## src/rtl/mips_isa_pkg.sv

```systemverilog
`default_nettype none
// ============================================================================
// Module   : mips_isa_pkg
// Brief    : Opcode/funct encodings decoded by the single-cycle MIPS controller
//            and the state encoding of the boot-time instruction loader.
// Revision : 1.0 - initial release
// ============================================================================
package mips_isa_pkg;

    // Primary opcodes (instr[31:26])
    localparam logic [5:0] c_R_TYPE = 6'h00;
    localparam logic [5:0] c_BLTZ   = 6'h01;  // REGIMM group, rt selects BLTZ/BGEZ
    localparam logic [5:0] c_J      = 6'h02;
    localparam logic [5:0] c_JAL    = 6'h03;
    localparam logic [5:0] c_BEQ    = 6'h04;
    localparam logic [5:0] c_BNE    = 6'h05;
    localparam logic [5:0] c_BLEZ   = 6'h06;
    localparam logic [5:0] c_BGTZ   = 6'h07;
    localparam logic [5:0] c_ADDI   = 6'h08;
    localparam logic [5:0] c_ADDIU  = 6'h09;
    localparam logic [5:0] c_SLTI   = 6'h0a;
    localparam logic [5:0] c_SLTIU  = 6'h0b;
    localparam logic [5:0] c_ANDI   = 6'h0c;
    localparam logic [5:0] c_LUI    = 6'h0f;
    localparam logic [5:0] c_LW     = 6'h23;
    localparam logic [5:0] c_SW     = 6'h2b;

    // R-type function codes (instr[5:0])
    localparam logic [5:0] c_SLL_F  = 6'h00;
    localparam logic [5:0] c_SRL_F  = 6'h02;
    localparam logic [5:0] c_SRA_F  = 6'h03;
    localparam logic [5:0] c_JR_F   = 6'h08;
    localparam logic [5:0] c_JALR_F = 6'h09;
    localparam logic [5:0] c_ADD_F  = 6'h20;
    localparam logic [5:0] c_ADDU_F = 6'h21;
    localparam logic [5:0] c_SUB_F  = 6'h22;
    localparam logic [5:0] c_SUBU_F = 6'h23;
    localparam logic [5:0] c_AND_F  = 6'h24;
    localparam logic [5:0] c_OR_F   = 6'h25;
    localparam logic [5:0] c_XOR_F  = 6'h26;
    localparam logic [5:0] c_NOR_F  = 6'h27;
    localparam logic [5:0] c_SLT_F  = 6'h2a;
    localparam logic [5:0] c_SLTU_F = 6'h2b;

    typedef enum logic [2:0] {
        HDR_HI = 3'd0,
        HDR_LO = 3'd1,
        BYTES  = 3'd2,
        WRITE  = 3'd3,
        DONE   = 3'd4,
        ERROR  = 3'd5
    } loaderState_t;

endpackage
`default_nettype wire

```

## src/rtl/isa_legal_check.sv

```systemverilog
`default_nettype none
// ============================================================================
// Module   : isa_legal_check
// Brief    : Combinational check that an instruction word uses an opcode/funct
//            pair the single-cycle controller actually decodes.
// Revision : 1.0 - initial release
// ============================================================================
module isa_legal_check
    import mips_isa_pkg::*;
(
    input  logic [31:0] word,
    output logic        legal
);

    logic [5:0] w_opCode;
    logic [5:0] w_funct;
    logic       w_unusedFields;

    assign w_opCode       = word[31:26];
    assign w_funct        = word[5:0];
    // Register/immediate fields never affect legality.
    assign w_unusedFields = ^word[25:6];

    always_comb begin
        legal = 1'b0;
        case (w_opCode)
            c_R_TYPE: begin
                case (w_funct)
                    c_SLL_F, c_SRL_F, c_SRA_F, c_JR_F, c_JALR_F,
                    c_ADD_F, c_ADDU_F, c_SUB_F, c_SUBU_F,
                    c_AND_F, c_OR_F, c_XOR_F, c_NOR_F,
                    c_SLT_F, c_SLTU_F: legal = 1'b1;
                    default:           legal = 1'b0;
                endcase
            end
            c_BLTZ, c_J, c_JAL, c_BEQ, c_BNE, c_BLEZ, c_BGTZ,
            c_ADDI, c_ADDIU, c_SLTI, c_SLTIU, c_ANDI, c_LUI,
            c_LW, c_SW:        legal = 1'b1;
            default:           legal = 1'b0;
        endcase
    end

endmodule
`default_nettype wire

```

## src/rtl/imem_loader.sv

```systemverilog
`default_nettype none
// ============================================================================
// Module   : imem_loader
// Brief    : Boot loader: big-endian byte stream -> sequential instruction
//            memory writes, CPU held in reset until the load completes.
// Revision : 1.0 - initial release
// ============================================================================
module imem_loader
    import mips_isa_pkg::*;
#(
    parameter int ADDR_W = 8,
    parameter int CNT_W  = 16
)(
    input  logic              clk,
    input  logic              reset,
    input  logic              start,
    input  logic [7:0]        in_data,
    input  logic              in_valid,
    output logic              in_ready,
    output logic              imem_we,
    output logic [ADDR_W-1:0] imem_addr,
    output logic [31:0]       imem_wdata,
    output logic              cpu_hold,
    output logic              done,
    output logic              err_oversize,
    output logic              err_illegal,
    output logic [ADDR_W-1:0] illegal_addr
);

    localparam logic [63:0] c_DEPTH = 64'd1 << ADDR_W;

    loaderState_t      r_state;
    loaderState_t      w_nextState;
    logic [7:0]        r_cntHi;
    logic [CNT_W-1:0]  w_hdrCount;
    logic [CNT_W-1:0]  r_wordsLeft;
    logic [1:0]        r_byteIdx;
    logic [31:0]       r_word;
    logic [ADDR_W-1:0] r_addr;
    logic [ADDR_W-1:0] r_illegalAddr;
    logic              r_errIllegal;
    logic              w_legal;
    logic              w_lastWord;
    logic              w_oversize;

    assign w_hdrCount = CNT_W'({r_cntHi, in_data});
    assign w_oversize = 64'(w_hdrCount) > c_DEPTH;
    assign w_lastWord = (r_wordsLeft == CNT_W'(1));

    isa_legal_check u_legalCheck (
        .word  (r_word),
        .legal (w_legal)
    );

    always_ff @(posedge clk or negedge reset) begin
        if (!reset) begin
            r_state <= HDR_HI;
        end else begin
            r_state <= w_nextState;
        end
    end

    // in_ready is a pure state decode, so a transfer only needs in_valid here.
    always_comb begin
        w_nextState  = r_state;
        in_ready     = 1'b0;
        imem_we      = 1'b0;
        cpu_hold     = 1'b1;
        done         = 1'b0;
        err_oversize = 1'b0;
        case (r_state)
            HDR_HI: begin
                in_ready = 1'b1;
                if (in_valid) begin
                    w_nextState = HDR_LO;
                end
            end
            HDR_LO: begin
                in_ready = 1'b1;
                if (in_valid) begin
                    if (w_hdrCount == '0) begin
                        w_nextState = DONE;
                    end else if (w_oversize) begin
                        w_nextState = ERROR;
                    end else begin
                        w_nextState = BYTES;
                    end
                end
            end
            BYTES: begin
                in_ready = 1'b1;
                if (in_valid && (r_byteIdx == 2'd3)) begin
                    w_nextState = WRITE;
                end
            end
            WRITE: begin
                imem_we     = 1'b1;
                w_nextState = w_lastWord ? DONE : BYTES;
            end
            DONE: begin
                done     = 1'b1;
                cpu_hold = 1'b0;
                if (start) begin
                    w_nextState = HDR_HI;
                end
            end
            ERROR: begin
                err_oversize = 1'b1;
                if (start) begin
                    w_nextState = HDR_HI;
                end
            end
            default: begin
                w_nextState = HDR_HI;
            end
        endcase
    end

    always_ff @(posedge clk or negedge reset) begin
        if (!reset) begin
            r_cntHi       <= '0;
            r_wordsLeft   <= '0;
            r_byteIdx     <= '0;
            r_word        <= '0;
            r_addr        <= '0;
            r_illegalAddr <= '0;
            r_errIllegal  <= 1'b0;
        end else begin
            case (r_state)
                HDR_HI: begin
                    if (in_valid) begin
                        r_cntHi <= in_data;
                    end
                end
                HDR_LO: begin
                    if (in_valid) begin
                        r_wordsLeft <= w_hdrCount;
                        r_byteIdx   <= '0;
                        r_addr      <= '0;
                    end
                end
                BYTES: begin
                    if (in_valid) begin
                        r_word    <= {r_word[23:0], in_data};
                        r_byteIdx <= r_byteIdx + 2'd1;
                    end
                end
                WRITE: begin
                    r_wordsLeft <= r_wordsLeft - CNT_W'(1);
                    // Holding on the last word keeps a full-depth load from wrapping to 0.
                    if (!w_lastWord) begin
                        r_addr <= r_addr + ADDR_W'(1);
                    end
                    if (!w_legal && !r_errIllegal) begin
                        r_errIllegal  <= 1'b1;
                        r_illegalAddr <= r_addr;
                    end
                end
                DONE, ERROR: begin
                    if (start) begin
                        r_errIllegal  <= 1'b0;
                        r_illegalAddr <= '0;
                    end
                end
                default: begin
                end
            endcase
        end
    end

    assign imem_addr    = r_addr;
    assign imem_wdata   = r_word;
    assign err_illegal  = r_errIllegal;
    assign illegal_addr = r_illegalAddr;

endmodule
`default_nettype wire

```

## config.mk

```make
export PLATFORM = sky130hd
export DESIGN_NAME = imem_loader
export DESIGN_NICKNAME = d
export VERILOG_FILES = /design/src/rtl/mips_isa_pkg.sv /design/src/rtl/isa_legal_check.sv /design/src/rtl/imem_loader.sv
export SDC_FILE = /design/constraint.sdc
export NUM_CORES = 1
export LEC_CHECK = 0
export ABC_AREA = 1
export ABC_CLOCK_PERIOD_IN_PS = 2650
export CAP_MARGIN = 20
export CORE_ASPECT_RATIO = 1.2
export CORE_UTILIZATION = 45
export DETAILED_ROUTE_END_ITERATION = 8
export PLACE_DENSITY = 0.69
export SLEW_MARGIN = 20
export SYNTH_ARGS = -nofsm -noshare
export SYNTH_HDL_FRONTEND = slang
export SYNTH_HIERARCHICAL = 1
export SYNTH_SLANG_ARGS = --single-unit
```

## constraint.sdc

```tcl
create_clock -name clk -period 2.65 [get_ports clk]
set_input_delay 0.3975 -clock clk [delete_from_list [all_inputs] [get_ports clk]]
set_output_delay 0.3975 -clock clk [all_outputs]
set_load 0.01 [all_outputs]
```

## Word level (Yosys, flattened, before mapping)

Memories as Yosys holds them, arrays and structs flattened.
Cells that the tools add are included.

| word-level totals | value |
|---|---|
| input bits | 12 |
| memory bits (read-only) | 64 |
| memories | 1 |
| logic and storage cells | 90 |
| flip-flop bits (word level) | 78 |

Memory list:

| memory | words | bits a word | rd ports | clocked after memory_dff | write ports | line | source |
|---|---|---|---|---|---|---|---|
| (no name shown) | 64 | 1 | 1 | 0 | 0 | isa_legal_check.sv:28 | `case (w_funct)` |

| operators by class | value |
|---|---|
| reductions and logical operators | 20 |
| multiplexer cells | 28 |
| add/sub/neg operators | 3 |
| order comparisons | 1 |
| eq/ne operators | 29 |

Operators by type and width:

| cell | count |
|---|---|
| $eq A6 B4 Y1 const B | 6 |
| $mux W8 | 4 |
| $pmux W16 S2 | 1 |
| $pmux W8 S2 | 2 |
| $eq A6 B3 Y1 const B | 4 |
| $mux W3 | 7 |
| $eq A16 B1 Y1 const B | 1 |
| $gt A16 B9 Y1 const B | 1 |
| $logic_not A16 Y1 | 1 |
| $mux W16 | 1 |
| $sub A16 B1 Y16 const B | 1 |
| $pmux W3 S5 | 1 |
| $reduce_or A15 Y1 | 1 |
| $eq A6 B2 Y1 const B | 2 |
| $eq A6 B6 Y1 const B | 2 |
| $ne A2 B2 Y1 const B | 6 |
| $reduce_and A3 Y1 | 3 |
| $add A8 B1 Y8 const B | 1 |
| $mux W1 | 7 |
| $eq A3 B2 Y1 const B | 2 |
| $eq A3 B3 Y1 const B | 2 |
| $eq A6 B1 Y1 const B | 1 |
| $logic_not A6 Y1 | 1 |
| $reduce_and A2 Y1 | 3 |
| other kinds (14) | 20 |

## Depth between registers and ports, before layout

Gate-level depths: netlist (run 1).

| logic depth | value |
|---|---|
| word-level depth | 7 |
| gate-level depth with buffers | 12 |

## Hierarchy

Netlist (run 1), hierarchy kept.

Modules (own cells, without submodules):

| module | sequential area each (um^2) | instances | cells each | area an instance (um^2) |
|---|---|---|---|---|
| imem_loader | 1951.9 | 1 | 425 | 3759.9 |
| isa_legal_check | 0.0 | 1 | 34 | 145.1 |

## Worst setup path after synthesis (run 1)

No wires, ideal clock.

| timing | value |
|---|---|
| kind | register -> register |
| from | register r_word[27] (netlist: imem_wdata[27]) |
| to | register r_illegalAddr[7] (netlist: illegal_addr[7]) |
| cell stages (with the launch flop) | 12 |
| clock period less this slack | 1496 ps |
| path slack | 1154 ps |
| library setup time | 126 ps |
| arrival | 1370 ps |
| path buffers | 1 |
| cells stage by stage | dfrtp_1 -> nor2_2 -> nand2_2 -> nand3_1 -> nand2_1 -> inv_1 -> nand2_1 -> nor2_1 -> nand2_2 -> buf_2 -> nand3_1 -> o21ai_0 |

| on the way | value |
|---|---|
| longest elaborated chain between the ends | 7 |
| elaborated cells on any way between the ends | 22 |
| those cells by class | eq/ne: 16; mux: 1; reduce/logical: 5 |

Ends and longest elaborated chain:

| what | line | source |
|---|---|---|
| start, declared | imem_loader.sv:38 | `logic [31:0] r_word;` |
| start signal, assigned | imem_loader.sv:144 | `r_word <= {r_word[23:0], in_data};` |
| $eq A6 B1 Y1 (tied with other cells) | isa_legal_check.sv:26 | `case (w_opCode)` |
| $reduce_or A15 Y1 | isa_legal_check.sv:26 |  |
| $pmux W1 S2 (*) | isa_legal_check.sv:26 |  |
| named net w_legal | imem_loader.sv:42 | `logic w_legal;` |
| $logic_not A1 Y1 (*) | imem_loader.sv:154 | `if (!w_legal && !r_errIllegal) begin` |
| $logic_and A1 B1 Y1 (*) | imem_loader.sv:154 |  |
| $ne A2 B2 Y1 (no line) (*) | n/a |  |
| $reduce_and A3 Y1 (no line) (*) | n/a |  |
| end signal, assigned | imem_loader.sv:156 | `r_illegalAddr <= r_addr;` |
| end, declared | imem_loader.sv:40 | `logic [ADDR_W-1:0] r_illegalAddr;` |

Mark *: on every way through the listed nets, which the timed path passes. The rest lies on a longest branch.
A chain may end at the register's enable or synchronous reset.

## Worst setup path in the final report (run 1)

| timing | value |
|---|---|
| from | register r_state[1] |
| to | output port imem_we |

| on the way | value |
|---|---|
| longest elaborated chain between the ends | 2 |

Ends and longest elaborated chain:

| what | line | source |
|---|---|---|
| start, declared | imem_loader.sv:32 | `loaderState_t r_state;` |
| start signal, assigned | imem_loader.sv:59 | `r_state <= w_nextState;` |
| $eq A3 B2 Y1 | imem_loader.sv:71 | `case (r_state)` |
| $mux W1 | imem_loader.sv:71 |  |
| end, declared | imem_loader.sv:20 | `output logic imem_we,` |

No other way between the ends.

==> results.txt, run 1 <==
----------------------------------------------------
[Run status]
  Status ... finished, final reports clean

[Synth]
  Most common cell in the synthesized netlist ... sky130_fd_sc_hd__nand2_1
  Post-synth EDFFs ... 0
  Leading cell types by count after synthesis ... sky130_fd_sc_hd__nand2_1, sky130_fd_sc_hd__dfrtp_1, sky130_fd_sc_hd__inv_1
  Area share of the leading cell type in the synthesized netlist ... 50.0%
  Top post-synthesis cells by area ... sky130_fd_sc_hd__dfrtp_1, sky130_fd_sc_hd__nand2_1, sky130_fd_sc_hd__mux2_2, sky130_fd_sc_hd__nand3_1, sky130_fd_sc_hd__o21ai_0
  Count of synthesis-stage warnings from yosys ... 6
  Proportion of synthesized flip-flops having asynchronous set or reset ... 100%
  Net Count, Synth ... 475
  Post-synthesis average cell area ... 8.51 µm²
  Cells after synthesis ... 459
  Share of synthesized area occupied by flip-flops and latches ... 50.0%
  Count of cell types in the netlist ... 33
  Primary FF master, synth ... sky130_fd_sc_hd__dfrtp_1
  Cell area after synthesis ... 3900 µm²
  Flip-flop and latch count after synthesis ... 78
  Dominant cell type by area after synthesis ... sky130_fd_sc_hd__dfrtp_1

[Pwr]
  Part of the total power dissipated in the clock network ... 24.7%
  Total power consumption of the routed design ... 3.93 mW
  Share of total power in combinational logic ... 32.1%
  Sequential group share of total power ... 43.2%
  Highest ir drop seen on vdd ... 0.331 mV
  Switching power ... 1.47 mW
  Switching Share ... 37.4%
  Power density over cell area ... 805 nW/µm²
  Cell-internal power ... 2.46 mW
  Leakage power ... 2.31 nW

[Die]
  Boundary pin count ... 66
  Die width ... 87.0 µm
  Cell Rows ... 36
  Die H ... 104 µm
  Core Area ... 8290 µm²
  Effective utilization at floorplan ... 47.1%
  Die ar. ... 9060 µm²

[Placement]
  Number of buffers inserted by port buffering ... 65
  Final weighted congestion in routability-driven placement ... 0.930
  Post-Place Setup Slack ... 0.679 ns
  Detailed placement HPWL ... 6.60 mm
  Total placed instance area ... 4670 µm²

[Cells and area]
  Post-layout nets ... 545
  Total area of sequential cells ... 1950 µm²
  Fraction of final layout cells with drive strength greater than 1 ... 12.0%
  Area of the multi-input gates ... 1670 µm²
  Fillers ... 793
  Post-synthesis to final-layout area growth ... 24.9%
  Count of antenna diodes in the layout ... 0
  Design area ... 4880 µm²

[Global route]
  Via count of the first global-routing pass ... 3185
  First-pass GRT wire length ... 15.1 mm
  Largest net degree at the start of global routing ... 49
  Antenna violations before repair ... 0
  Total congestion overflow after global routing ... 0
  Total global-route track usage ... 21.4%

[CTS]
  Number of buffers added by the clock tree synthesis step ... 9
  H-tree depth reported by CTS ... 3
  Worst skew pair latency ... 0.36 ns
  Hold-fix buffers at CTS ... 0
  Post-cts repair resize count ... 0
  Clock tree from TritonCTS ... yes
  CTS root buf ... sky130_fd_sc_hd__clkbuf_8
  Number of clock sinks ... 78
  Post-CTS setup repair buffer count ... 0
  Reg clk slew, reported paths ... 0.09 ns
  Clock tree buffer depth ... 2

[Critical path]
  Chain of cells forming the critical path ... inv_2, nor2_4, nand2_2, inv_2, clkdlybuf4s50_1
  Start-to-end type of the worst setup path ... flop to output port
  Longest individual stage delay on the worst path ... 0.53 ns
  Arr. time, crit path ... 1.80 ns
  Kind of capture point of the worst setup path ... output port
  Cell repeated most along the worst path ... sky130_fd_sc_hd__inv_2
  Maximum fanout along the worst path ... 10
  Critical path launch point type ... flop
  Crit path max-delay cell type ... sky130_fd_sc_hd__clkdlybuf4s50_1
  Required time of the critical path ... 2.25 ns

[Min path]
  Min-Delay Path Class ... input port to async pin

[STA]
  Setup TNS ... 0 ns
  Worst hold-check slack ... 0.0358 ns
  Setup clock skew after layout ... 0.0156 ns
  Relative slew slack ... 58.7%
  Number of pins exceeding their max-slew limit in the final report ... 0
  Time the final worst path needs with I/O delays and setup ... 2.20 ns
  Setup-failing EPs final ... 0
  Share of the cycle needed by the critical path after routing ... 83.1%
  RSZ-0062 raised after global routing ... no
  Maximum clock rate ... 0.454 GHz
  Transition time of the tightest slew-check pin ... 0.619 ns
  Final hold violation count ... 0
  Worst Slack Setup Final ... 0.449 ns

[Routing]
  Total number of vias ... 3288
  Overall routed net length ... 8.95 mm
  Drt first-iter violations ... 171
  Residual antenna-violating net count after detailed routing ... 0
  Length of the first detailed-routing pass in iterations ... 5
  Post-detailed-route wirelength per cell ... 13.8 µm
  Drt drc ... 0
  Mean number of vias per cell ... 5.08

[Run]
  Max-capacitance violation count ... 0

----------------------------------------------------
-- power by group through the flow --
stage,Clock [mW],Sequential [mW],Combinational [mW]
after detailed placement,0,1.71,1.27
after global routing,1.04,1.73,1.44
after floorplan,0,1.67,0.828
after CTS,0.990,1.69,1.27
after global placement,0,1.71,1.23
final,0.971,1.70,1.26
-- cell usage in the layout (no fill, tap or decap) --
cell type,count
sky130_fd_sc_hd__nand2_4,1
sky130_fd_sc_hd__mux2_1,2
sky130_fd_sc_hd__nand2_2,8
sky130_fd_sc_hd__nor2_2,3
sky130_fd_sc_hd__nand3_1,44
sky130_fd_sc_hd__xor2_1,6
sky130_fd_sc_hd__a31oi_1,1
sky130_fd_sc_hd__o21bai_1,2
sky130_fd_sc_hd__a21boi_0,1
sky130_fd_sc_hd__nor2_1,39
sky130_fd_sc_hd__xnor2_1,1
sky130_fd_sc_hd__nand3b_1,1
sky130_fd_sc_hd__bufinv_16,2
sky130_fd_sc_hd__o21ai_1,2
sky130_fd_sc_hd__nand4_1,6
sky130_fd_sc_hd__nand2_1,104
sky130_fd_sc_hd__mux2_2,22
sky130_fd_sc_hd__nor3_2,1
sky130_fd_sc_hd__clkinvlp_4,3
sky130_fd_sc_hd__or2_1,1
sky130_fd_sc_hd__clkdlybuf4s50_1,64
sky130_fd_sc_hd__clkinv_1,1
sky130_fd_sc_hd__inv_2,7
sky130_fd_sc_hd__inv_1,51
sky130_fd_sc_hd__nor3_1,6
sky130_fd_sc_hd__nor2_4,1
sky130_fd_sc_hd__o221ai_1,5
sky130_fd_sc_hd__or2_2,1
sky130_fd_sc_hd__clkinv_2,1
sky130_fd_sc_hd__ha_1,4
sky130_fd_sc_hd__o21ai_0,39
sky130_fd_sc_hd__a21oi_1,6
sky130_fd_sc_hd__buf_4,5
sky130_fd_sc_hd__o211ai_1,5
sky130_fd_sc_hd__clkbuf_8,9
sky130_fd_sc_hd__dfrtp_1,78
-- final timing paths --
kind                              start        endpoint  slack, ns  cells after the start
hold / removal                    reset  imem_wdata[24]       0.04                      1
min in group clk           r_byteIdx[1]    r_byteIdx[1]       0.48                      2
setup / recovery             r_state[1]         imem_we       0.45                      5
max in group asynchronous         reset  r_wordsLeft[3]       1.93                      2
hold reg to reg            r_byteIdx[1]    r_byteIdx[1]       0.48                      2
setup reg to reg             r_state[1]    imem_addr[5]       0.85                      8
-- state kept, by name, indices dropped and copies added, names as in the netlist --
signal / cells
r_wordsLeft: 16
illegal_addr: 8
err_illegal: 1
imem_addr: 8
r_byteIdx: 2
r_cntHi: 8
r_state: 3
imem_wdata: 32
-- per-stage QoR --
stage / std cells / utilization (%)
2_1_floorplan: 459 / -
4_1_cts: 647 / 58.9
3_3_place_gp: 632 / 56.3
5_1_grt: 647 / 58.9
3_5_place_dp: 632 / 56.3
6_report: 647 / 58.9
-- final cells by class --
class	count	share of cell area, %
timing repair buffer	69	13.9
clock inverter	6	1.80
clock buffer	9	2.54
multi-input combinational	312	34.3
inverter	59	4.54
sequential	78	40.0
tap	114	2.92
-- critical path, delay by kind of cell, from the launching register on --
kind	cells	cell delay, ns
flops	1	0.43
buf+inv	3	0.72
simple gates	2	0.30
-- routing by layer --
| metal | wire, µm | up-vias | global-route usage, % |
|---|---|---|---|
| met5 | 0 | - | 0 |
| met4 | 71 | 0 | 7.50 |
| met3 | 458 | 7 | 4.92 |
| met2 | 4460 | 101 | 34.8 |
| met1 | 3960 | 1550 | 27.6 |
| li1 | - | 1630 | - |
-- cells by family after synthesis --
group / Yosys count / synth area share [%]
fa+ha+maj: 4 / 1.28
flops: 78 / 50.0
simple gates: 216 / 24.2
xor+xnor: 7 / 1.57
mux: 24 / 6.92
compound gates: 61 / 8.84
buf+inv: 69 / 7.18
Power figures use the tool's default switching activity.
==> inputs of run 2 (changes only) <==
Settings changed: ABC_CLOCK_PERIOD_IN_PS 2650 to 2180.
Clock period 2.65 ns to 2.18 ns, I/O delays scaled along.
==> run 2 against run 1 <==
  * Sequential share of layout area fell by 0.32 points
  * Flip-flop and latch count unchanged
  * Cell area is 0.80% higher
  * Global-route usage fell by 0.50 points
  * First-iteration DRC count rose by 15%
  * Final cell count up 0.46%
  * Critical path type unchanged
  * Largest cell class unchanged
  * Largest power group unchanged
==> results.txt, run 2 (same netlist as run 1, synthesis figures left out) <==
----------------------------------------------------
[Pwr]
  Sequential group share of total power ... 43.0% (-0.2 points)
  Switching Share ... 37.3% (-0.043 points)
  Switching power ... 1.80 mW (+22%)
  Highest ir drop seen on vdd ... 0.488 mV (+47%)
  Cell-internal power ... 3.02 mW (+23%)
  Part of the total power dissipated in the clock network ... 25.0% (+0.3 points)
  Leakage power ... 2.34 nW (+1.3%)
  Share of total power in combinational logic ... 32.0% (about the same)
  Power density over cell area ... 979 nW/µm² (+22%)

[STA]
  Share of the cycle needed by the critical path after routing ... 93.2%
  Setup-failing EPs final ... 0 (unchanged)
  Relative slew slack ... 61.2% (+2.5 points)
  Time the final worst path needs with I/O delays and setup ... 2.03 ns
  RSZ-0062 raised after global routing ... no
  Final hold violation count ... 0 (unchanged)
  Transition time of the tightest slew-check pin ... 0.581 ns (-0.0375 ns)
  Setup clock skew after layout ... 0.00865 ns (-0.00693 ns)
  Worst Slack Setup Final ... 0.148 ns (-0.301 ns)
  Maximum clock rate ... 0.492 GHz
  Setup TNS ... 0 ns (unchanged)
  Number of pins exceeding their max-slew limit in the final report ... 0 (unchanged)

[Critical path]
  Critical path endpoint ... err_oversize
  Reg-to-reg critical path endpoint ... imem_addr[4]
  Critical path origin ... r_state[2]
  Critical path launch point type ... flop
  Maximum fanout along the worst path ... 5 (-5)
  Required time of the critical path ... 1.85 ns (-0.40 ns)
  Start-to-end type of the worst setup path ... flop to output port
  Launch point of the worst reg-to-reg path ... r_wordsLeft[1]
  Arr. time, crit path ... 1.71 ns (-0.09 ns)
  Kind of capture point of the worst setup path ... output port
  Flop-to-flop setup slack ... 0.50 ns (-0.35 ns)
  Depth of the worst register-to-register path ... 9 (+1)

[CTS]
  Worst skew pair latency ... 0.35 ns (about the same)
  Clock tree buffer depth ... 2 (unchanged)
  CTS root buf ... sky130_fd_sc_hd__clkbuf_8
  H-tree depth reported by CTS ... 3 (unchanged)
  Number of clock sinks ... 78 (unchanged)
  Post-cts repair resize count ... 0 (unchanged)
  Clock tree from TritonCTS ... yes
  Number of buffers added by the clock tree synthesis step ... 9 (unchanged)
  Reg clk slew, reported paths ... 0.08 ns (about the same)

[Routing]
  Overall routed net length ... 8.89 mm (-0.76%)
  Residual antenna-violating net count after detailed routing ... 0 (unchanged)
  Length of the first detailed-routing pass in iterations ... 5 (unchanged)
  Mean number of vias per cell ... 5.08 (about the same)
  Drt first-iter violations ... 197 (+15%)
  Post-detailed-route wirelength per cell ... 13.7 µm (-1.2%)
  Total number of vias ... 3303 (+0.46%)
  Drt drc ... 0 (unchanged)

[Global route]
  First-pass GRT wire length ... 14.8 mm (-1.8%)
  Total congestion overflow after global routing ... 0 (unchanged)
  Antenna violations before repair ... 0 (unchanged)
  Via count of the first global-routing pass ... 3122 (-2.0%)
  Largest net degree at the start of global routing ... 44 (-10%)
  Total global-route track usage ... 20.9% (-0.50 points)

[Cells and area]
  Fraction of final layout cells with drive strength greater than 1 ... 12.3% (+0.31 points)
  Most frequent standard cell in the layout excluding fill and tap cells ... sky130_fd_sc_hd__nand2_1
  Design area ... 4920 µm² (+0.80%)
  Post-layout nets ... 547 (+0.37%)
  Post-synthesis to final-layout area growth ... 25.9%
  Commonest cells after routing, fill and taps aside ... sky130_fd_sc_hd__nand2_1, sky130_fd_sc_hd__dfrtp_1, sky130_fd_sc_hd__clkdlybuf4s50_1
  Max reg flops ... 32 (unchanged)
  Count of antenna diodes in the layout ... 0 (unchanged)
  Core Util, Final ... 59.3% (+0.47 points)

[Placement]
  Number of buffers inserted by port buffering ... 65 (unchanged)
  Post-Place Setup Slack ... 0.285 ns (-0.393 ns)
  Total placed instance area ... 4690 µm² (+0.43%)
  Detailed placement HPWL ... 6.50 mm (-1.6%)
  Final weighted congestion in routability-driven placement ... 0.842 (-9.5%)

[Die]
  Core Area ... 8290 µm² (unchanged)
  Effective utilization at floorplan ... 47.1% (unchanged)
  Die ar. ... 9060 µm² (unchanged)
  Boundary pin count ... 66 (unchanged)
  Die H ... 104 µm (unchanged)
  Die width ... 87.0 µm (unchanged)
  Cell Rows ... 36 (unchanged)

[Min path]
  Min-Delay Path Class ... flop to flop

[Run]
  Max-capacitance violation count ... 0 (unchanged)

[Run status]
  Status ... finished, final reports clean

----------------------------------------------------
[run 2: cell types whose count changed in the layout (fill, tap and decap cells not counted)]
cell                            delta
sky130_fd_sc_hd__dlygate4sd3_1     +1
sky130_fd_sc_hd__clkinvlp_4        -3
sky130_fd_sc_hd__inv_6             +2
sky130_fd_sc_hd__clkinv_4          +1
sky130_fd_sc_hd__buf_12            +1
sky130_fd_sc_hd__clkinv_2          +1
[run 2: cell type report]
type	count	area [µm²]
multi-input cells	312	1670
inverters	59	221
clock buffers	9	124
flip-flops and latches	78	1950
fillers	755	3370
repair buffers	71	708
clock inverters	7	96.3
well taps	114	143
[run 2: repair_timing]
item	4_1_cts	5_1_grt
hold buffers	1	0
setup buffers	0	0
hold endpoints to repair	42	0
setup endpoints to repair	0	0
[run 2: worst max-delay path, stage by stage, from the launching register on]
cell	delay (ns)
sky130_fd_sc_hd__dfrtp_1	0.46
sky130_fd_sc_hd__inv_2	0.09
sky130_fd_sc_hd__nor2_1	0.13
sky130_fd_sc_hd__inv_1	0.06
sky130_fd_sc_hd__nor2_1	0.08
sky130_fd_sc_hd__clkdlybuf4s50_1	0.54
[run 2: worst min path at each step]
stage	start	endpoint	cells past startpoint
2_1_floorplan	reset	err_illegal	0
3_3_place_gp	reset	imem_wdata[30]	1
3_5_place_dp	reset	imem_wdata[24]	1
4_1_cts	r_byteIdx[1]	r_byteIdx[1]	2
5_1_grt	r_byteIdx[1]	r_byteIdx[1]	2
6_report	r_byteIdx[1]	r_byteIdx[1]	2
[run 2: stage by stage]
step           std cells  power, mW  hold WS [ns]
4_1_cts              650       4.87         0.493
3_3_place_gp         633       3.59         0.361
3_5_place_dp         633       3.64         0.370
5_1_grt              650       5.18         0.524
6_report             650       4.81         0.488
2_1_floorplan        459       3.03        0.0314
[run 2: power groups by stage]
| stage | registers (mW) | logic [mW] | clock network (mW) |
|---|---|---|---|
| 3_5_place_dp | 2.09 | 1.55 | 0 |
| 2_1_floorplan | 2.03 | 1.01 | 0 |
| 3_3_place_gp | 2.09 | 1.50 | 0 |
| 4_1_cts | 2.07 | 1.55 | 1.25 |
| 5_1_grt | 2.12 | 1.76 | 1.30 |
| 6_report | 2.07 | 1.54 | 1.20 |
[run 2: layer usage]
metal | GRT usage [%] | up-vias | share of wire [%]
met3 | 4.13 | 12 | 5.5
li1 | - | 1642 | -
met1 | 28.2 | 1549 | 45
met4 | 6.90 | 0 | 1.8
met5 | 0 | - | 0
met2 | 33.3 | 100 | 47
==> inputs of run 3 (changes only) <==
Settings changed: DONT_BUFFER_PORTS set to 1, GPL_ROUTABILITY_DRIVEN set to 0, PLACE_DENSITY 0.69 to not set.
==> run 3 against run 2 <==
  * Sequential power is 2% higher
  * Die area unchanged
  * Wire length decreased by 1.8%
  * Register-to-register slack got worse by 0.04 ns
  * Sequential share of layout area up 5.9 points
  * Fmax up 18%
  * Non-clock buffer count shrank 66
  * First-iteration DRC count fell by 25%
  * Worst setup slack gained 0.31 ns
  * Final cell count is 10% lower
  * Clock skew shrank 0.0021 ns
  * Clock power grew 3%
  * Largest power group unchanged
==> results.txt, run 3 (same netlist as run 1, synthesis figures left out) <==
----------------------------------------------------
[Routing]
  Drt first-iter violations ... 147 (-25%)
  Post-detailed-route wirelength per cell ... 14.9 µm (+9.3%)
  Residual antenna-violating net count after detailed routing ... 0 (unchanged)
  Overall routed net length ... 8.72 mm (-1.8%)
  Mean number of vias per cell ... 5.25 (+3.3%)
  Length of the first detailed-routing pass in iterations ... 4 (-1)
  Total number of vias ... 3065 (-7.2%)
  Drt drc ... 0 (unchanged)

[STA]
  Final hold violation count ... 0 (unchanged)
  Setup TNS ... 0 ns (unchanged)
  Time the final worst path needs with I/O delays and setup ... 1.72 ns (-0.313 ns)
  Relative slew slack ... 58.1% (-3.2 points)
  Transition time of the tightest slew-check pin ... 0.627 ns (+0.0456 ns)
  Setup-failing EPs final ... 0 (unchanged)
  Maximum clock rate ... 0.582 GHz (+18%)
  RSZ-0062 raised after global routing ... no
  Number of pins exceeding their max-slew limit in the final report ... 0 (unchanged)
  Setup clock skew after layout ... 0.00659 ns (-0.00206 ns)
  Worst hold-check slack ... 0.123 ns (-0.365 ns)
  Share of the cycle needed by the critical path after routing ... 78.9% (-14 points)

[Critical path]
  Flop-to-flop setup slack ... 0.46 ns (-0.04 ns)
  Required time of the critical path ... 2.41 ns (+0.56 ns)
  Arr. time, crit path ... 1.95 ns (+0.24 ns)
  Start-to-end type of the worst setup path ... flop to flop
  Critical path launch point type ... flop
  Maximum fanout along the worst path ... 16 (+11)
  Kind of capture point of the worst setup path ... flop

[Cells and area]
  Max reg flops ... 32 (unchanged)
  Commonest cells after routing, fill and taps aside ... sky130_fd_sc_hd__nand2_1, sky130_fd_sc_hd__dfrtp_1, sky130_fd_sc_hd__inv_1
  Post-synthesis to final-layout area growth ... 9.64%
  Most frequent standard cell in the layout excluding fill and tap cells ... sky130_fd_sc_hd__nand2_1
  Count of antenna diodes in the layout ... 0 (unchanged)
  Fraction of final layout cells with drive strength greater than 1 ... 13.6% (+1.3 points)
  Post-layout nets ... 481 (-12%)

[Die]
  Die H ... 104 µm (unchanged)
  Core Area ... 8290 µm² (unchanged)
  Die width ... 87.0 µm (unchanged)
  Boundary pin count ... 66 (unchanged)
  Effective utilization at floorplan ... 47.1% (unchanged)
  Die ar. ... 9060 µm² (unchanged)
  Cell Rows ... 36 (unchanged)

[CTS]
  Hold-fix buffers at CTS ... 2 (+1)
  Worst skew pair latency ... 0.35 ns (about the same)
  Post-cts repair resize count ... 0 (unchanged)
  Number of clock sinks ... 78 (unchanged)
  Clock tree from TritonCTS ... yes
  H-tree depth reported by CTS ... 3 (unchanged)
  Reg clk slew, reported paths ... 0.08 ns (about the same)
  Post-CTS setup repair buffer count ... 0 (unchanged)
  CTS root buf ... sky130_fd_sc_hd__clkbuf_8
  Clock tree buffer depth ... 2 (unchanged)
  Number of buffers added by the clock tree synthesis step ... 9 (unchanged)

[Global route]
  Total congestion overflow after global routing ... 0 (unchanged)
  Total global-route track usage ... 20.5% (-0.41 points)
  Antenna violations before repair ... 0 (unchanged)
  Via count of the first global-routing pass ... 2948 (-5.6%)
  First-pass GRT wire length ... 14.4 mm (-2.9%)
  Largest net degree at the start of global routing ... 79 (+80%)

[Pwr]
  Part of the total power dissipated in the clock network ... 26.7% (+1.7 points)
  Leakage power ... 2.11 nW (-9.8%)
  Sequential group share of total power ... 45.3% (+2.3 points)
  Switching power ... 1.76 mW (-2.3%)
  Highest ir drop seen on vdd ... 0.380 mV (-22%)
  Cell-internal power ... 2.90 mW (-4.0%)
  Switching Share ... 37.7% (+0.41 points)
  Share of total power in combinational logic ... 28.0% (-4.0 points)
  Power density over cell area ... 1090 nW/µm² (+11%)

[Run]
  Max-capacitance violation count ... 0 (unchanged)

[Placement]
  Detailed placement HPWL ... 6.24 mm (-3.9%)
  Number of buffers inserted by port buffering ... 0 (-100%)

[Min path]
  Min-Delay Path Class ... input port to flop

[Run status]
  Status ... finished, final reports clean

----------------------------------------------------
run 3: critical path, cell delays in order, from the launching register on:
cell and delay, ns:
sky130_fd_sc_hd__dfrtp_1 0.46, sky130_fd_sc_hd__nor2_4 0.18, sky130_fd_sc_hd__nand2_2 0.18, sky130_fd_sc_hd__inv_2 0.22
sky130_fd_sc_hd__buf_4 0.25, sky130_fd_sc_hd__nand3_1 0.13, sky130_fd_sc_hd__nand4_1 0.10, sky130_fd_sc_hd__o21ai_0 0.09
run 3: power by group through the flow:
stage / Clock, mW / Sequential [mW] / Combinational (mW)
floorplan: 0 / 2.03 / 1.01
global placement: 0 / 2.13 / 1.24
detailed placement: 0 / 2.13 / 1.26
CTS: 1.28 / 2.10 / 1.31
global route: 1.34 / 2.15 / 1.53
finish: 1.24 / 2.11 / 1.30
run 3: area by class of cell:
cell class | count | area, µm²
Sequential cell | 78 | 1950
Clock inverter | 5 | 81.3
Timing Repair Buffer | 5 | 60.1
Inverter | 59 | 221
Multi-Input combinational cell | 312 | 1670
Clock buffer | 11 | 151
Fill cell | 822 | 4010
Tap cell | 114 | 143
run 3: path summary, 6_finish.rpt:
| check | startpoint | endpoint | depth (start not counted) |
|---|---|---|---|
| worst max register to register | r_state[2] | imem_addr[5] | 7 |
| min in group asynchronous | reset | imem_wdata[25] | 2 |
| worst min register to register | r_byteIdx[1] | r_byteIdx[1] | 2 |
| worst min-delay path | in_valid | r_byteIdx[1] | 2 |
| worst max-delay path | r_state[2] | imem_addr[5] | 7 |
| max in group asynchronous | reset | r_state[2] | 2 |
run 3: metal layers:
layer | vias to the layer above | track usage [%] | share of wire, %
met5 | - | 0 | 0
met4 | 0 | 7.02 | 1.5
met3 | 10 | 5.40 | 5.6
met2 | 78 | 32.6 | 48
met1 | 1468 | 26.6 | 45
li1 | 1509 | - | -
run 3: per-stage QoR:
stage / power [mW] / util, % / setup slack, ns / instances / instance area [µm²]
2_1_floorplan: 3.03 / - / 0.684 / 459 / 3910
3_3_place_gp: 3.37 / 48.4 / 0.530 / 566 / 4010
3_5_place_dp: 3.39 / 48.4 / 0.468 / 566 / 4010
4_1_cts: 4.69 / 51.7 / 0.463 / 584 / 4280
5_1_grt: 5.01 / 51.7 / 0.217 / 584 / 4280
6_report: 4.65 / 51.7 / 0.461 / 584 / 4280
==> edit 1 (flow settings as in run 3) <==
The parameter `ADDR_W` goes from 8 to 10.
--- a/src/rtl/imem_loader.sv
+++ b/src/rtl/imem_loader.sv
@@ -8,7 +8,7 @@
 module imem_loader
     import mips_isa_pkg::*;
 #(
-    parameter int ADDR_W = 8,
+    parameter int ADDR_W = 10,
     parameter int CNT_W  = 16
 )(
     input  logic              clk,
Interface: changed (resized illegal_addr and imem_addr); port bits go from 66 to 70. The function was not compared with the original's and may differ.
==> edit 1 against run 3 <==
The flow now finishes with violations (negative hold slack). Maximum frequency down 4.3%. Die area up 9.8%. Combinational power up 40%. Routed wire length up 8.2%. Sequential share of layout area down 0.85 points. Synthesized cell count up 8.5%. Count of clock-buffer cells in the layout unchanged. Non-clock buffer count down 1. Area after synthesis up 10%. Critical endpoint is now r_wordsLeft[15]. Total power up 17%. Sequential cell count up 4. Design area up 7.1%. Worst setup slack worse by 77 ps.
==> edit 1: results (changes against run 3) <==
Timing
  – Max_slew headroom: 0.617 (was 0.581)
  – Setup Viol. Count Final: 0 (unchanged)
  – Final hold slack: -358 ps (was 123 ps)
  – Clock Skews: 7.69 ps (was 6.59 ps)
  – Fin. Hold Viols: 82 (was 0)
  – Final clock period utilization by the worst path: 0.824 (was 0.789)

Outcome
  – Outcome: finished with violations (was completed)
  – Violated checks: negative hold slack

Layout
  – Total Nets Final: 516 (was 481)
  – Antenna Cells: 0 (unchanged)
  – Share of cells above drive strength 1: 0.150 (was 0.136)
  – Fin cells: 625 (was 584)
  – Max FFs per register: 32 (unchanged)

Placed design
  – Placed insts: 609 (was 566)
  – # port buffers: 0 (unchanged)
  – Setup WS pre-CTS: 422 ps (was 468 ps)
  – Post-DP HPWL: 6690 um (was 6240 um)

Global route
  – Initial antenna violation count: 0 (unchanged)
  – First-pass GRT wire length: 15700 um (was 14400 um)
  – Vias in the first global route: 3232 (was 2948)
  – Largest net degree at the start of global routing: 83 (was 79)
  – Total track usage: 0.203 (was 0.205)

Worst setup path
  – Worst R2R Setup Slack: 380 ps (was 460 ps)
  – Critical path origin: r_state[1] (was r_state[2])
  – Largest fanout on the critical path: 13 (was 16)
  – CP endpoint: r_wordsLeft[15] (was imem_addr[5])
  – Reg2reg path depth: 8 (was 7)
  – Critical path arrival: 2090 ps (was 1950 ps)
  – Crit path max-delay family: simple AND/OR/NAND/NOR gates (unchanged)
  – Slowest CP cell: dfrtp_1 (unchanged)
  – Crit-path max cell delay: 430 ps (was 460 ps)

Yosys
  – Asr flop ratio synth: 1.00 (unchanged)
  – Area contributors post-synth: dfrtp_1 (48%), nand2_1 (11%), mux2_4 (6.3%), inv_1 (5.8%), o21ai_0 (3.8%) (was dfrtp_1 (50%), nand2_1 (10%), mux2_2 (6.3%), nand3_1 (5.6%), o21ai_0 (5.0%))
  – Synthesized net count: 514 (was 475)
  – Warnings from Yosys: 6 (unchanged)
  – Post-synth top flop: dfrtp_1 (unchanged)
  – Post-synthesis sequential area ratio: 0.477 (was 0.500)
  – Unique cell type count in the Yosys netlist: 37 (was 33)
  – Mean Syn Cell Area: 8.63 um^2 (was 8.51 um^2)
  – Commonest cells in the netlist: nand2_1 (128), dfrtp_1 (82), inv_1 (66) (was nand2_1 (104), dfrtp_1 (78), inv_1 (51))

Pwr
  – Static leakage: 2.28 nW (was 2.11 nW)
  – Internal: 3.17 mW (was 2.90 mW)
  – VDD IR max: 0.000388 V (was 0.000380 V)

Route
  – First-pass detailed-route iteration total: 4 (unchanged)
  – ANT nets after route: 0 (unchanged)
  – Vias: 3289 (was 3065)
  – First-iteration detailed-routing DRC count: 219 (was 147)
  – Final WL: 9440 um (was 8720 um)

Clocking
  – H-tree Lvls: 3 (unchanged)
  – Clock transition at path regs: 90 ps
  – Cts bufs inserted: 9 (unchanged)
  – Post-CTS setup buffer count: 0 (unchanged)
  – Resized cells post-CTS: 0 (unchanged)
  – Root Driver: clkbuf_8 (unchanged)
  – Deepest clock path buffer count: 2 (unchanged)
  – Clock Latency Late Sink: 370 ps (was 350 ps)

Hold path
  – HP Class: in2async (was in2reg)
==> edit 1: cell types whose count changed after synthesis, moves of 4 or more <==
cell            run 3  this run
nand3_1            44        30
nor2_2              3         7
dfrtp_1            78        82
mux2_2             22         4
o22ai_2             0         9
inv_1              51        66
o21ai_0            39        33
nand4_1             6        10
mux2_4              0        18
nand2_1           104       128
==> edit 1: layout make-up <==
type / instances / area [um^2]
Fill cell: 873 / 4590
Inverter: 73 / 277
Timing Repair Buffer: 4 / 30.0
Clock inverter: 5 / 62.6
Tap cell: 120 / 150
Multi-Input combinational cell: 330 / 1870
Sequential cell: 82 / 2050
Clock buffer: 11 / 141
==> edit 1: metal layers <==
| metal | GRT usage | wire length [um] |
|---|---|---|
| met3 | 0.0614 | 637 |
| met1 | 0.253 | 4090 |
| met5 | 0 | 0 |
| met4 | 0.0703 | 137 |
| met2 | 0.336 | 4570 |
==> edit 1: logic make-up after synthesis <==
group	Yosys count	synth area share
simple gates	232	0.236
fa+ha+maj	4	0.0116
flops	82	0.477
xor+xnor	5	0.0102
compound gates	67	0.105
buf+inv	86	0.0865
mux	22	0.0734
==> edit 1: power by group through the flow <==
stage	sequential [mW]	clock (mW)	combinational (mW)
after floorplan	2.34	0	1.55
after global placement	2.48	0	1.77
after detailed placement	2.48	0	1.81
after CTS	2.46	1.19	1.83
after global routing	2.52	1.25	2.07
final	2.46	1.15	1.82
==> edit 1: per-stage QoR <==
stage | power (mW) | instance area (um^2)
detailed placement | 4.30 | 4380
finish | 5.43 | 4590
CTS | 5.47 | 4590
global placement | 4.25 | 4380
floorplan | 3.88 | 4300
global route | 5.85 | 4590
==> edit 2 (settings of run 3) <==
Without the edit above. Encoding of `loaderState_t`: now Gray code (3 bits for 6 states).
--- a/src/rtl/mips_isa_pkg.sv
+++ b/src/rtl/mips_isa_pkg.sv
@@ -43,12 +43,12 @@
     localparam logic [5:0] c_SLTU_F = 6'h2b;
 
     typedef enum logic [2:0] {
-        HDR_HI = 3'd0,
-        HDR_LO = 3'd1,
-        BYTES  = 3'd2,
-        WRITE  = 3'd3,
-        DONE   = 3'd4,
-        ERROR  = 3'd5
+        HDR_HI = 3'b000,
+        HDR_LO = 3'b001,
+        BYTES  = 3'b011,
+        WRITE  = 3'b010,
+        DONE   = 3'b110,
+        ERROR  = 3'b111
     } loaderState_t;
 
 endpackage
Behaviour: same outputs for any inputs over 10 cycles, from zero or initial values and one cycle with reset low; not proved beyond that.
==> edit 2 against run 3 <==
Design area shrank 0.61%. Area after synthesis rose by 0.77%. Final cell count shrank 1.5%. Sequential cell count did not move. Maximum frequency is 14% lower. Routed wire length is 1.3% lower. Total power grew 37%. Worst setup slack worse by 270 ps. Largest cell class unchanged. Largest power group unchanged.
==> edit 2: results (changes against run 3) <==
Outcome
  – Outcome: completed (unchanged)

Clocking
  – H-tree Lvls: 3 (unchanged)
  – Deepest clock path buffer count: 2 (unchanged)
  – Post-CTS setup buffer count: 0 (unchanged)
  – Clock transition at path regs: 80 ps (about the same)
  – Root Driver: clkbuf_8 (unchanged)
  – Cts bufs inserted: 9 (unchanged)
  – Clock Latency Late Sink: between 300 and 400 ps

Route
  – Vias: 2980 (was 3065)
  – First-pass detailed-route iteration total: 4 (unchanged)
  – First-iteration detailed-routing DRC count: 96 (was 147)
  – Final WL: 8610 um (was 8720 um)

Worst setup path
  – Slowest CP cell: dfrtp_1 (unchanged)
  – Worst r2r src: r_wordsLeft[2] (was r_state[2])
  – FF-to-FF End: r_wordsLeft[11] (was imem_addr[5])
  – Worst R2R Setup Slack: 470 ps
  – Crit path max-delay family: flip-flops (was simple AND/OR/NAND/NOR gates)
  – Reg2reg path depth: 8 (was 7)
  – Crit-path max cell delay: 470 ps
  – Largest fanout on the critical path: 12 (was 16)

Yosys
  – Post-synthesis sequential area ratio: 0.496 (was 0.500)
  – Asr flop ratio synth: 1.00 (unchanged)
  – Area contributors post-synth: dfrtp_1 (50%), nand2_1 (10%), mux2_4 (7.6%), nand3_1 (5.7%), inv_1 (4.2%) (was dfrtp_1 (50%), nand2_1 (10%), mux2_2 (6.3%), nand3_1 (5.6%), o21ai_0 (5.0%))
  – Warnings from Yosys: 6 (unchanged)
  – Synthesized net count: 463 (was 475)
  – Commonest cells in the netlist: nand2_1 (110), dfrtp_1 (78), nand3_1 (45) (was nand2_1 (104), dfrtp_1 (78), inv_1 (51))
  – Unique cell type count in the Yosys netlist: 35 (was 33)

Layout
  – Antenna Cells: 0 (unchanged)
  – Share of cells above drive strength 1: 0.148 (was 0.136)
  – Max FFs per register: 32 (unchanged)
  – Total Nets Final: 469 (was 481)

Hold path
  – HP Class: in2reg (unchanged)
  – Worst Hold Launch: in_valid (unchanged)
  – WHS Endpoint: r_byteIdx[1] (unchanged)
  – Min-Delay Path Depth: 2 (unchanged)

Global route
  – Largest net degree at the start of global routing: 79 (unchanged)
  – First-pass GRT wire length: 14400 um (about the same)
  – Vias in the first global route: 2903 (was 2948)
  – Initial antenna violation count: 0 (unchanged)
  – Total track usage: 0.206 (was 0.205)

Pwr
  – VDD IR max: 0.000617 V (was 0.000380 V)
  – Static leakage: 2.11 nW (about the same)

Placed design
  – Post-DP HPWL: 6260 um (was 6240 um)
  – Placed cell areas: 4030 um^2 (was 4010 um^2)
  – # port buffers: 0 (unchanged)

Timing
  – Final hold slack: 118 ps (was 123 ps)
  – Clock Skews: 12.5 ps (was 6.59 ps)
  – Worst Tran Pin Value: 582 ps (was 627 ps)
edit 2: timing repair:
item,CTS,global route
resized for setup,0,0
endpoints found under the hold margin,78,0
hold buffers,2,0
edit 2: worst register-to-register path, stage by stage (launching register included):
cell and delay, ps:
dfrtp_1 420, nor2_1 310, nand4_2 240, nor2_1 310, nand2_1 80, nand2_1 60
nand2_1 50, nand2_1 50, nand3_1 70
edit 2: how the worst max path moves through the flow:
stage / start / end / slack, ps / depth (start not counted)
final: r_state[0] / imem_we / 190 / 4
after global routing: r_state[0] / imem_we / 90 / 4
after CTS: r_state[0] / imem_we / 190 / 4
after detailed placement: imem_wdata[3] / illegal_addr[6] / 500 / 11
after global placement: imem_wdata[3] / illegal_addr[7] / 560 / 10
after floorplan: imem_wdata[29] / err_illegal / 670 / 11
edit 2: kinds of logic after synthesis:
family          after synthesis  synth area share
xor+xnor                      4           0.00890
simple gates                219             0.246
buf+inv                      62            0.0674
flops                        78             0.496
compound gates               56            0.0811
mux                          24            0.0878
fa+ha+maj                     4            0.0127
edit 2: area by class of cell:
type / instances / area (um^2)
fill: 852 / 4260
sequential: 78 / 1950
multi-input combinational: 307 / 1720
inverter: 53 / 201
tap: 117 / 146
clock buffer: 9 / 124
clock inverter: 7 / 61.3
timing repair buffer: 4 / 52.6
edit 2: metal layers:
metal / part of all wire / global-route usage / wire (um) / up-vias
met2: 0.46 / 0.310 / 4000 / 65
met3: 0.050 / 0.0468 / 428 / 18
met5: 0 / 0 / 0 / -
met4: 0.023 / 0.0913 / 197 / 0
li1: - / - / - / 1480
met1: 0.46 / 0.280 / 3990 / 1417
edit 2: per-stage QoR:
stage / setup slack [ps] / instances / util
global placement: 559 / 557 / 0.473
CTS: 186 / 575 / 0.500
floorplan: 672 / 447 / -
detailed placement: 501 / 557 / 0.473
finish: 191 / 575 / 0.500
global route: 93.4 / 575 / 0.500
edit 2: power by group:
| group | internal, mW | total, mW | switching (mW) |
|---|---|---|---|
| clock | 0.437 | 1.04 | 0.599 |
| sequential | 2.03 | 2.82 | 0.791 |
| combinational | 1.04 | 2.51 | 1.46 |
| total | 3.51 | 6.36 | 2.85 |
